<file path="src/rtl/mips_pkg.sv">
// Shared MIPS definitions: datapath widths, opcode constants, ALU operation
// classes, the decoded control word and the opcode -> control decoder.
package mips_pkg;

   localparam int unsigned PC_W       = 8;
   localparam int unsigned DATA_W     = 32;
   localparam int unsigned REG_ADDR_W = 5;

   localparam logic [5:0] OP_RTYPE = 6'b000000;
   localparam logic [5:0] OP_LW    = 6'b100011;
   localparam logic [5:0] OP_SW    = 6'b101011;
   localparam logic [5:0] OP_ADDI  = 6'b001000;
   localparam logic [5:0] OP_ANDI  = 6'b001100;
   localparam logic [5:0] OP_ORI   = 6'b001101;
   localparam logic [5:0] OP_SLTI  = 6'b001010;
   localparam logic [5:0] OP_LUI   = 6'b001111;
   localparam logic [5:0] OP_BEQ   = 6'b000100;
   localparam logic [5:0] OP_BNE   = 6'b000101;
   localparam logic [5:0] OP_J     = 6'b000010;

   localparam logic [2:0] ALU_ADD = 3'd0;
   localparam logic [2:0] ALU_R   = 3'd1;
   localparam logic [2:0] ALU_AND = 3'd2;
   localparam logic [2:0] ALU_OR  = 3'd3;
   localparam logic [2:0] ALU_SLT = 3'd4;
   localparam logic [2:0] ALU_LUI = 3'd5;

   typedef struct packed {
      logic       reg_dst;
      logic       alu_src;
      logic       mem_read;
      logic       mem_write;
      logic       mem_to_reg;
      logic       reg_write;
      logic [2:0] alu_op;
   } ctrl_t;

   // Branches, jumps and unknown opcodes have no EX-stage effect.
   function automatic ctrl_t decode_ctrl(input logic [5:0] op);
      ctrl_t c;
      c = '0;
      case (op)
         OP_RTYPE: c = '{1'b1, 1'b0, 1'b0, 1'b0, 1'b0, 1'b1, ALU_R};
         OP_LW:    c = '{1'b0, 1'b1, 1'b1, 1'b0, 1'b1, 1'b1, ALU_ADD};
         OP_SW:    c = '{1'b0, 1'b1, 1'b0, 1'b1, 1'b0, 1'b0, ALU_ADD};
         OP_ADDI:  c = '{1'b0, 1'b1, 1'b0, 1'b0, 1'b0, 1'b1, ALU_ADD};
         OP_ANDI:  c = '{1'b0, 1'b1, 1'b0, 1'b0, 1'b0, 1'b1, ALU_AND};
         OP_ORI:   c = '{1'b0, 1'b1, 1'b0, 1'b0, 1'b0, 1'b1, ALU_OR};
         OP_SLTI:  c = '{1'b0, 1'b1, 1'b0, 1'b0, 1'b0, 1'b1, ALU_SLT};
         OP_LUI:   c = '{1'b0, 1'b1, 1'b0, 1'b0, 1'b0, 1'b1, ALU_LUI};
         default:  c = '0;
      endcase
      return c;
   endfunction

endpackage

</file>
<file path="src/rtl/register_file.sv">
// 32 x 32 register file: two combinational read ports, one write port.
// A write in the same cycle as a read of the same index is bypassed to the
// read port. Register 0 is hardwired to zero.
// Ports:
//   clk, rst              clock (rising edge), async active-low reset
//   en_i                  global enable, gates the write
//   we_i/waddr_i/wdata_i  write port
//   raddr_a_i/rdata_a_o   read port A
//   raddr_b_i/rdata_b_o   read port B
module register_file
   import mips_pkg::*;
(
   input  logic                  clk,
   input  logic                  rst,
   input  logic                  en_i,
   input  logic                  we_i,
   input  logic [REG_ADDR_W-1:0] waddr_i,
   input  logic [DATA_W-1:0]     wdata_i,
   input  logic [REG_ADDR_W-1:0] raddr_a_i,
   input  logic [REG_ADDR_W-1:0] raddr_b_i,
   output logic [DATA_W-1:0]     rdata_a_o,
   output logic [DATA_W-1:0]     rdata_b_o
);

   localparam int unsigned NumRegs = 2 ** REG_ADDR_W;

   logic [DATA_W-1:0] regs_q [NumRegs];
   logic              wr_valid;

   assign wr_valid = we_i && (waddr_i != '0);

   always_ff @(posedge clk or negedge rst) begin
      if (!rst) begin
         for (int i = 0; i < NumRegs; i++) begin
            regs_q[i] <= '0;
         end
      end else if (en_i && wr_valid) begin
         regs_q[waddr_i] <= wdata_i;
      end
   end

   // Bypass follows the write request itself, not the enable.
   always_comb begin
      rdata_a_o = '0;
      if (raddr_a_i != '0) begin
         rdata_a_o = (wr_valid && (waddr_i == raddr_a_i)) ? wdata_i : regs_q[raddr_a_i];
      end
   end

   always_comb begin
      rdata_b_o = '0;
      if (raddr_b_i != '0) begin
         rdata_b_o = (wr_valid && (waddr_i == raddr_b_i)) ? wdata_i : regs_q[raddr_b_i];
      end
   end

endmodule

</file>
<file path="src/rtl/instruction_decode.sv">
// MIPS ID stage: decodes the control word, reads operands, resolves
// beq/bne/j back to fetch, detects load-use hazards and drives the
// registered ID/EX pipeline outputs.
// Ports:
//   clk, rst, enable           clock, async active-low reset, run enable
//   i_PCNext, i_instruction    instruction in ID and its PC+1
//   i_wb_*                     writeback port into the register file
//   o_PCSrc, o_PCBranch        combinational branch/jump decision and target
//   o_stall                    combinational load-use stall to fetch
//   o_* (remaining)            registered ID/EX fields and control
module instruction_decode
   import mips_pkg::*;
(
   input  logic                  clk,
   input  logic                  rst,
   input  logic                  enable,
   input  logic [PC_W-1:0]       i_PCNext,
   input  logic [DATA_W-1:0]     i_instruction,
   input  logic                  i_wb_reg_write,
   input  logic [REG_ADDR_W-1:0] i_wb_addr,
   input  logic [DATA_W-1:0]     i_wb_data,
   output logic                  o_PCSrc,
   output logic [PC_W-1:0]       o_PCBranch,
   output logic                  o_stall,
   output logic [DATA_W-1:0]     o_rs_data,
   output logic [DATA_W-1:0]     o_rt_data,
   output logic [DATA_W-1:0]     o_imm,
   output logic [REG_ADDR_W-1:0] o_rs,
   output logic [REG_ADDR_W-1:0] o_rt,
   output logic [REG_ADDR_W-1:0] o_rd,
   output logic [4:0]            o_shamt,
   output logic [5:0]            o_funct,
   output logic                  o_RegDst,
   output logic                  o_ALUSrc,
   output logic                  o_MemRead,
   output logic                  o_MemWrite,
   output logic                  o_MemtoReg,
   output logic                  o_RegWrite,
   output logic [2:0]            o_ALUOp
);

   logic [5:0]            opcode;
   logic [REG_ADDR_W-1:0] rs_idx;
   logic [REG_ADDR_W-1:0] rt_idx;
   logic [DATA_W-1:0]     rs_val;
   logic [DATA_W-1:0]     rt_val;
   logic [DATA_W-1:0]     imm_ext;
   ctrl_t                 ctrl_dec;
   logic                  reads_rt;
   logic                  stall;
   logic                  pc_src;
   logic [PC_W-1:0]       pc_branch;

   ctrl_t                 ctrl_q;
   logic [DATA_W-1:0]     rs_data_q;
   logic [DATA_W-1:0]     rt_data_q;
   logic [DATA_W-1:0]     imm_q;
   logic [REG_ADDR_W-1:0] rs_q;
   logic [REG_ADDR_W-1:0] rt_q;
   logic [REG_ADDR_W-1:0] rd_q;
   logic [4:0]            shamt_q;
   logic [5:0]            funct_q;

   assign opcode = i_instruction[31:26];
   assign rs_idx = i_instruction[25:21];
   assign rt_idx = i_instruction[20:16];

   register_file u_register_file (
      .clk       (clk),
      .rst       (rst),
      .en_i      (enable),
      .we_i      (i_wb_reg_write),
      .waddr_i   (i_wb_addr),
      .wdata_i   (i_wb_data),
      .raddr_a_i (rs_idx),
      .raddr_b_i (rt_idx),
      .rdata_a_o (rs_val),
      .rdata_b_o (rt_val)
   );

   assign ctrl_dec = decode_ctrl(opcode);

   always_comb begin
      if ((opcode == OP_ANDI) || (opcode == OP_ORI)) begin
         imm_ext = {{(DATA_W - 16){1'b0}}, i_instruction[15:0]};
      end else begin
         imm_ext = {{(DATA_W - 16){i_instruction[15]}}, i_instruction[15:0]};
      end
   end

   // I-type ALU ops and lw overwrite rt rather than read it.
   always_comb begin
      reads_rt = 1'b0;
      case (opcode)
         OP_RTYPE, OP_SW, OP_BEQ, OP_BNE: reads_rt = 1'b1;
         default:                         reads_rt = 1'b0;
      endcase
   end

   assign stall = ctrl_q.mem_read && (rt_q != '0) &&
                  ((rt_q == rs_idx) || ((rt_q == rt_idx) && reads_rt));

   always_comb begin
      pc_src    = 1'b0;
      pc_branch = '0;
      case (opcode)
         OP_BEQ: begin
            pc_src    = (rs_val == rt_val);
            pc_branch = i_PCNext + i_instruction[PC_W-1:0];
         end
         OP_BNE: begin
            pc_src    = (rs_val != rt_val);
            pc_branch = i_PCNext + i_instruction[PC_W-1:0];
         end
         OP_J: begin
            pc_src    = 1'b1;
            pc_branch = i_instruction[PC_W-1:0];
         end
         default: begin
            pc_src    = 1'b0;
            pc_branch = '0;
         end
      endcase
      // Operands may be stale while the load is still in EX.
      if (stall) begin
         pc_src = 1'b0;
      end
   end

   assign o_PCSrc    = pc_src;
   assign o_PCBranch = pc_branch;
   assign o_stall    = stall;

   always_ff @(posedge clk or negedge rst) begin
      if (!rst) begin
         ctrl_q    <= '0;
         rs_data_q <= '0;
         rt_data_q <= '0;
         imm_q     <= '0;
         rs_q      <= '0;
         rt_q      <= '0;
         rd_q      <= '0;
         shamt_q   <= '0;
         funct_q   <= '0;
      end else if (enable) begin
         ctrl_q    <= stall ? '0 : ctrl_dec;
         rs_data_q <= rs_val;
         rt_data_q <= rt_val;
         imm_q     <= imm_ext;
         rs_q      <= rs_idx;
         rt_q      <= rt_idx;
         rd_q      <= i_instruction[15:11];
         shamt_q   <= i_instruction[10:6];
         funct_q   <= i_instruction[5:0];
      end
   end

   assign o_rs_data  = rs_data_q;
   assign o_rt_data  = rt_data_q;
   assign o_imm      = imm_q;
   assign o_rs       = rs_q;
   assign o_rt       = rt_q;
   assign o_rd       = rd_q;
   assign o_shamt    = shamt_q;
   assign o_funct    = funct_q;
   assign o_RegDst   = ctrl_q.reg_dst;
   assign o_ALUSrc   = ctrl_q.alu_src;
   assign o_MemRead  = ctrl_q.mem_read;
   assign o_MemWrite = ctrl_q.mem_write;
   assign o_MemtoReg = ctrl_q.mem_to_reg;
   assign o_RegWrite = ctrl_q.reg_write;
   assign o_ALUOp    = ctrl_q.alu_op;

endmodule

</file>
<file path="config.mk">
export PLATFORM = sky130hd
export DESIGN_NAME = instruction_decode
export DESIGN_NICKNAME = d
export VERILOG_FILES = /design/src/rtl/mips_pkg.sv /design/src/rtl/register_file.sv /design/src/rtl/instruction_decode.sv
export SDC_FILE = /design/constraint.sdc
export NUM_CORES = 2
export LEC_CHECK = 0
export BUFFER_PORTS_ARGS = -buffer_cell sky130_fd_sc_hd__buf_2
export CORE_MARGIN = 2
export CORE_UTILIZATION = 45
export DETAILED_ROUTE_END_ITERATION = 6
export SLEW_MARGIN = 25
export SYNTH_ARGS = -nofsm -noshare
export SYNTH_HDL_FRONTEND = slang
export SYNTH_HIERARCHICAL = 1
export SYNTH_SLANG_ARGS = --single-unit
</file>
<file path="constraint.sdc">
create_clock -name clk -period 3.5 [get_ports clk]
set_input_delay 0.35 -clock clk [delete_from_list [all_inputs] [get_ports clk]]
set_output_delay 0.35 -clock clk [all_outputs]
set_load 0.03 [all_outputs]
</file>
# Word-level counts from Yosys, hierarchy flattened
# Index checks and enable logic that the tools add are counted.
# word_totals
regBits	1155
latchBits	0
ram_bits	0
romBits	0
inputBits	81
memories	0
# op_classes
add_sub_neg	1
mul	0
div	0
magnitude_cmp	4
n_eq_ne	16
shift	0
n_mux	20
bitwise	3
n_reduce_logical	17
# ops
cell	n
bitwise mux 1024 bit	1
binary-select mux 32 bit (select 5 bit)	2
two-way mux 32 bit	10
demux 32 bit (select 5 bit)	1
case mux 9 bit (8 select lines)	1
equality test 32 bit	1
inequality test 32 bit	1
equality test 6 x 4 -> 1 bit (second input constant)	5
equality test 5 bit	4
nonzero test 5 bit	4
greater-or-equal comparator 6 bit (second input constant)	3
NOT 5 -> 6 bit	3
case mux 8 bit (2 select lines)	1
equality test 6 x 3 -> 1 bit (second input constant)	2
equality test 6 bit (second input constant)	2
two-way mux 9 bit	1
adder 8 bit	1
logical AND 1 bit	8
equality test 6 x 2 -> 1 bit (second input constant)	1
logical NOT 6 bit	1
less-than comparator 6 x 1 -> 1 bit (second input constant)	1
OR reduction 4 bit	1
case mux 1 bit (3 select lines)	1
logical OR 1 bit	2
2 further kinds	3

# Logic depth before layout (Yosys ltp)
# depth
ltp_word	9
mapped_depth	15

# Cells and area by module
# The synthesis kept the hierarchy.
# by_module_without_submodules
module	n_inst	cells_each	area_per_inst_um2
register_file	1	3740	54913.9
instruction_decode	1	405	5069.9

# Worst setup path before layout
# OpenSTA, ideal clock, no wires.
# synth_path
path_type	input to output
from	in i_instruction[23]
to	out o_PCSrc
t_arrival_ns	3.401
required_ns	3.150
slack_ns	-0.251
stages	12
cell_sequence	buf_2 > buf_2 > buf_1 > mux4_2 > mux2_2 > a221o_1 > a32o_1 > xnor2_1 > nand4_1 > nor4_1 > nand3_1 > a2111oi_4
# synth_between
elab_chain_len	9
# synth_lines
item	line_no	source
start: declaration	instruction_decode.sv:18	input logic [DATA_W-1:0] i_instruction,
NOT 5 -> 6 bit (not written as such)	register_file.sv:46	rdata_a_o = (wr_valid && (waddr_i == raddr_a_i)) ? wdata_i : regs_q[raddr_a_i];
binary-select mux 32 bit (select 5 bit)	register_file.sv:46	
two-way mux 32 bit (not written as such) (2 in a row)	register_file.sv:46	
two-way mux 32 bit	register_file.sv:46	
two-way mux 32 bit *	register_file.sv:45	if (raddr_a_i != '0) begin
net rs_val[23]	instruction_decode.sv:45	logic [DATA_W-1:0] rs_val;
inequality test 32 bit or equality test 32 bit (tied branches)	instruction_decode.sv:112, instruction_decode.sv:108	
case mux 1 bit (3 select lines) *	instruction_decode.sv:106	case (opcode)
two-way mux 1 bit *	instruction_decode.sv:125	if (stall) begin
end: declaration	instruction_decode.sv:22	output logic o_PCSrc,
# The timed path passes the listed nets; every way through them passes the cells marked *. The select of a mux whose other input is x is not followed.

# Worst setup path in the final report
# layout_path
from	reg u_register_file/regs_q[21] (netlist bit)
to	out o_PCSrc
# layout_between
elab_chain_len	8
# layout_lines
item	line_no	source
start: declaration	register_file.sv:27	logic [DATA_W-1:0] regs_q [NumRegs];
start signal: indexed assignment	register_file.sv:38	regs_q[waddr_i] <= wdata_i;
binary-select mux 32 bit (select 5 bit) *	register_file.sv:46	
two-way mux 32 bit (not written as such) * (2 in a row)	register_file.sv:46	
two-way mux 32 bit *	register_file.sv:46	
two-way mux 32 bit *	register_file.sv:45	
net rs_val[21]	instruction_decode.sv:45	
inequality test 32 bit or equality test 32 bit (tied branches)	instruction_decode.sv:112, instruction_decode.sv:108	
case mux 1 bit (3 select lines) *	instruction_decode.sv:106	
two-way mux 1 bit *	instruction_decode.sv:125	
# Marked as above.

==> impl_metrics.yaml <==
yosys:
  synth-main-ff-cell: "dfrtp_1"
  synthCells: 4145
  ys_warn_count: 6
  syn-cell-area_sq_mm: 0.0600
  syn_nets: 4234
  ys_types: 84
  synth-edff-count: 0
  synthArstFlopShare: 1.00
  ys_ff_latch: 1123
  synth_area_per_cell_sq_um: 14.5
  synth-seq-area-share: 0.468
floorplanning:
  num_rows: 133
  core-area_sq_mm: 0.132
  die_area_sq_mm: 0.136
  die_x_microns: 369
  io_pins: 222
  fp.dieH_microns: 369
  initial_core_util: 0.455
grt:
  grt_pass1_vias: 43200
  antenna_found_initial: 6
  grt_pass1_wl_microns: 317000
  grt_util_all_layers: 0.322
  grt_max_degree: 135
  grt-ovfl-total: 0
setup_path:
  startpoint: "u_register_file/regs_q[21]$_DFFE_PN0P_"
  worstReg2RegStart: "u_register_file/regs_q[3]$_DFFE_PN0P_"
  crit_top_cell: "buf_4"
  critPathCapture: "o_PCSrc"
  path_class: "flop to output port"
  critPathCaptureType: "output port"
  cp_top_family: "compound AO/OA/AOI/OAI gates"
  r2r_setup_slack_ns: 1.06
  path_cells: "mux4_2, mux2_2, a221o_1, a32o_2, xnor2_2, buf_6, nand4_1, nor4_2, buf_4, nand3_4, a2111oi_4, buf_4"
  crit_path_start_kind: "flop"
  required_ns: 3.15
  rr_endpoint: "o_rt_data[3]$_DFFE_PN0P_"
  cp_slowest_cell: "mux4_2"
  path_depth: 12
  reg2reg_depth: 8
  worstPathMaxFanout: 3
  arrival_ns: 4.40
  critPathBufInv: 3
  cp_slowest_stage_delay_ns: 0.47
drt:
  drtIter0Drc: 4594
  post_drt_via_cell_ratio: 6.43
  ant_nets: 0
  detail_route.first_pass.iterations: 6
  route.detailed.drc: 0
  wire_per_inst_microns: 32.7
  drt-total-wl_microns: 219000
  vias: 43112
finish:
  fin_util: 0.559
  final_nets: 4940
  area_delta_synth_final_pct: 23.0
  fill_cells: 10743
  final_area_sq_mm: 0.0738
  drive_gt1_frac: 0.565
clock_tree:
  cts_root_buf: "clkbuf_16"
  numCtsBuffers: 132
  insertion_delay_ns: 0.78
  clk_path_buf_depth: 3
  cts_sinks: 1123
  cts_tree: "done"
  cts.htree.levels: 4
  path_clk_slew_ns: 0.06
power_and_ir_drop:
  p_per_area_mw_per_mm2: 510
  p_leak_nw: 34.0
  vdd_drop_max_mv: 0.470
job:
  drv_cap: 0
sta:
  slew_viol_final: 0
  rsz0062_at_grt: "yes"
  fin_crit_sh: 1.36
  max_freq_mhz: 211
  finalWorstSetupSlack_ns: -1.25
  finClkSkew_ns: 0.0354
  tightest_slew_ns: 0.842
  hold_viol: 0
  finalSetupViolations: 1
  period_needed_ns: 4.75
  max_slew_margin: 0.439
placed_design:
  portBuffers: 221
  gp_congestion: 0.882
  place_area_sq_mm: 0.0687
  dpl.hpwl_microns: 143000
outcome:
  run_status: "finished, violations left"
  violations: "setup timing"
hold_path:
  hold_path_class: "input port to flop"
==> how the worst min path moves through the flow <==
| stage | startpoint | to | slack [ns] | depth (start not counted) |
|---|---|---|---|---|
| global route | i_wb_data[16] | u_register_file/regs_q[816]$_DFFE_PN0P_ | 0.06 | 2 |
| detailed placement | rst | o_imm[13]$_DFFE_PN0P_ | 0.35 | 1 |
| finish | i_instruction[28] | o_ALUOp[0]$_DFFE_PN0P_ | 0.05 | 3 |
| floorplan | rst | o_ALUOp[0]$_DFFE_PN0P_ | 0.05 | 0 |
| global placement | rst | o_imm[13]$_DFFE_PN0P_ | 0.34 | 1 |
| CTS | i_instruction[28] | o_ALUOp[0]$_DFFE_PN0P_ | 0.008 | 3 |
==> cell type report <==
| class | instances | area, sq um | share of cell area |
|---|---|---|---|
| multi-input cells | 2522 | 29800 | 0.404 |
| flip-flops and latches | 1123 | 28100 | 0.381 |
| repair buffers | 1058 | 9200 | 0.125 |
| clock buffers | 205 | 4060 | 0.0550 |
| well taps | 1755 | 2200 | 0.0298 |
| clock inverters | 28 | 355 | 0.00482 |
| inverters | 14 | 52.6 | 0.000712 |
| diodes | 1 | 2.50 | 0.0000339 |
==> report_power, final <==
group	total [mW]	internal [mW]	leakage, nW	switching, mW
clock	14.2	8.52	2.18	5.66
combinational	7.58	4.10	16.9	3.48
sequential	15.8	14.6	14.9	1.19
total	37.6	27.3	34.0	10.3
==> worst reg2reg max path, delay by kind of cell, from the launching register on <==
family / cells / cell delay (ns)
muxes: 2 / 0.72
AOI/OAI and AO/OA: 3 / 0.67
DFF: 1 / 0.40
buffers and inverters: 2 / 0.40
and+or+nand+nor: 1 / 0.12
==> through the flow <==
stage	total power, mW	TNS [ns]	hold WS [ns]	instances	setup slack, ns
detailed placement	23.4	-1.31	0.346	6425	-1.31
global route	38.9	-1.34	0.0553	6705	-1.34
finish	37.6	-1.25	0.0529	6706	-1.25
global placement	23.2	-1.34	0.345	6425	-1.34
floorplan	20.2	-0.0846	0.0544	4145	-0.0846
CTS	37.6	-1.26	0.00831	6703	-1.26
==> flip-flops by register name (all words and copies together) (netlist names) <==
name / cells
u_register_file/regs_q: 1024
o_rs_data: 32
o_rt_data: 32
o_imm: 17
o_rs: 5
o_rt: 5
o_ALUOp: 3
o_ALUSrc: 1
o_MemRead: 1
o_MemWrite: 1
o_RegDst: 1
o_RegWrite: 1
==> cell families (layout without fill, tap and decap cells) <==
| kind of cell | Yosys count | after routing | share of synthesized area |
|---|---|---|---|
| DFF | 1123 | 1123 | 0.468 |
| muxes | 1754 | 1754 | 0.399 |
| xor gates and xnor gates | 56 | 56 | 0.00818 |
| buffers and inverters | 500 | 1305 | 0.0419 |
| AOI/OAI and AO/OA | 438 | 438 | 0.0580 |
| other | 0 | 1 | 0 |
| adders and majority gates | 8 | 8 | 0.00179 |
| and+or+nand+nor | 266 | 266 | 0.0228 |
==> placed cells by master (no fill, tap or decap), types with 25 or more instances in the layout <==
cell and instances:
a21oi_1 38, a221o_1 48, a221oi_1 36, a22oi_1 47, a32o_1 28, buf_12 128
buf_2 212, buf_4 662, clkbuf_1 33, clkbuf_16 139, clkbuf_8 33, dfrtp_1 1123
dlygate4sd3_1 45, mux2_2 1101, mux2i_1 244, mux4_2 395, nand2_1 57, nor2_1 50
o21ai_0 25, o221ai_1 68, o22ai_1 53, xnor2_1 34
==> what timing repair did <==
item                       CTS  global route
setup buffers                0             1
resized for setup           13            14
hold buffers                45             0
pin swaps                    7            14
hold endpoints to repair   153             0
gates cloned                 0             0
setup endpoints to repair    1             1
==> per-layer routing <==
layer  global-route usage  part of all wire  vias up
li1                     -                 -    17439
met1                0.449              0.41    23089
met2                0.497              0.46     2149
met3               0.0607             0.082      433
met4                0.129             0.043        2
met5                    0          0.000068        -
==> synthesized netlist by cell type, drive strengths merged (16+ instances only) <==
library cell  instances  share of area
a211oi               18         0.0023
a21oi                40         0.0035
a221o                48         0.0080
a221oi               37         0.0054
a22oi                47         0.0059
a32o                 33         0.0055
buf                 242          0.026
clkbuf              244          0.015
dfrtp              1123           0.47
mux2               1113           0.21
mux2i               244          0.041
mux4                397           0.15
nand2                66         0.0041
nand2b               16         0.0017
nor2                 73         0.0046
nor3                 29         0.0027
o21ai                29         0.0025
o221ai               68         0.0099
o22ai                53         0.0055
xnor2                43         0.0063
No activity file was read; power rests on OpenSTA's default activity.
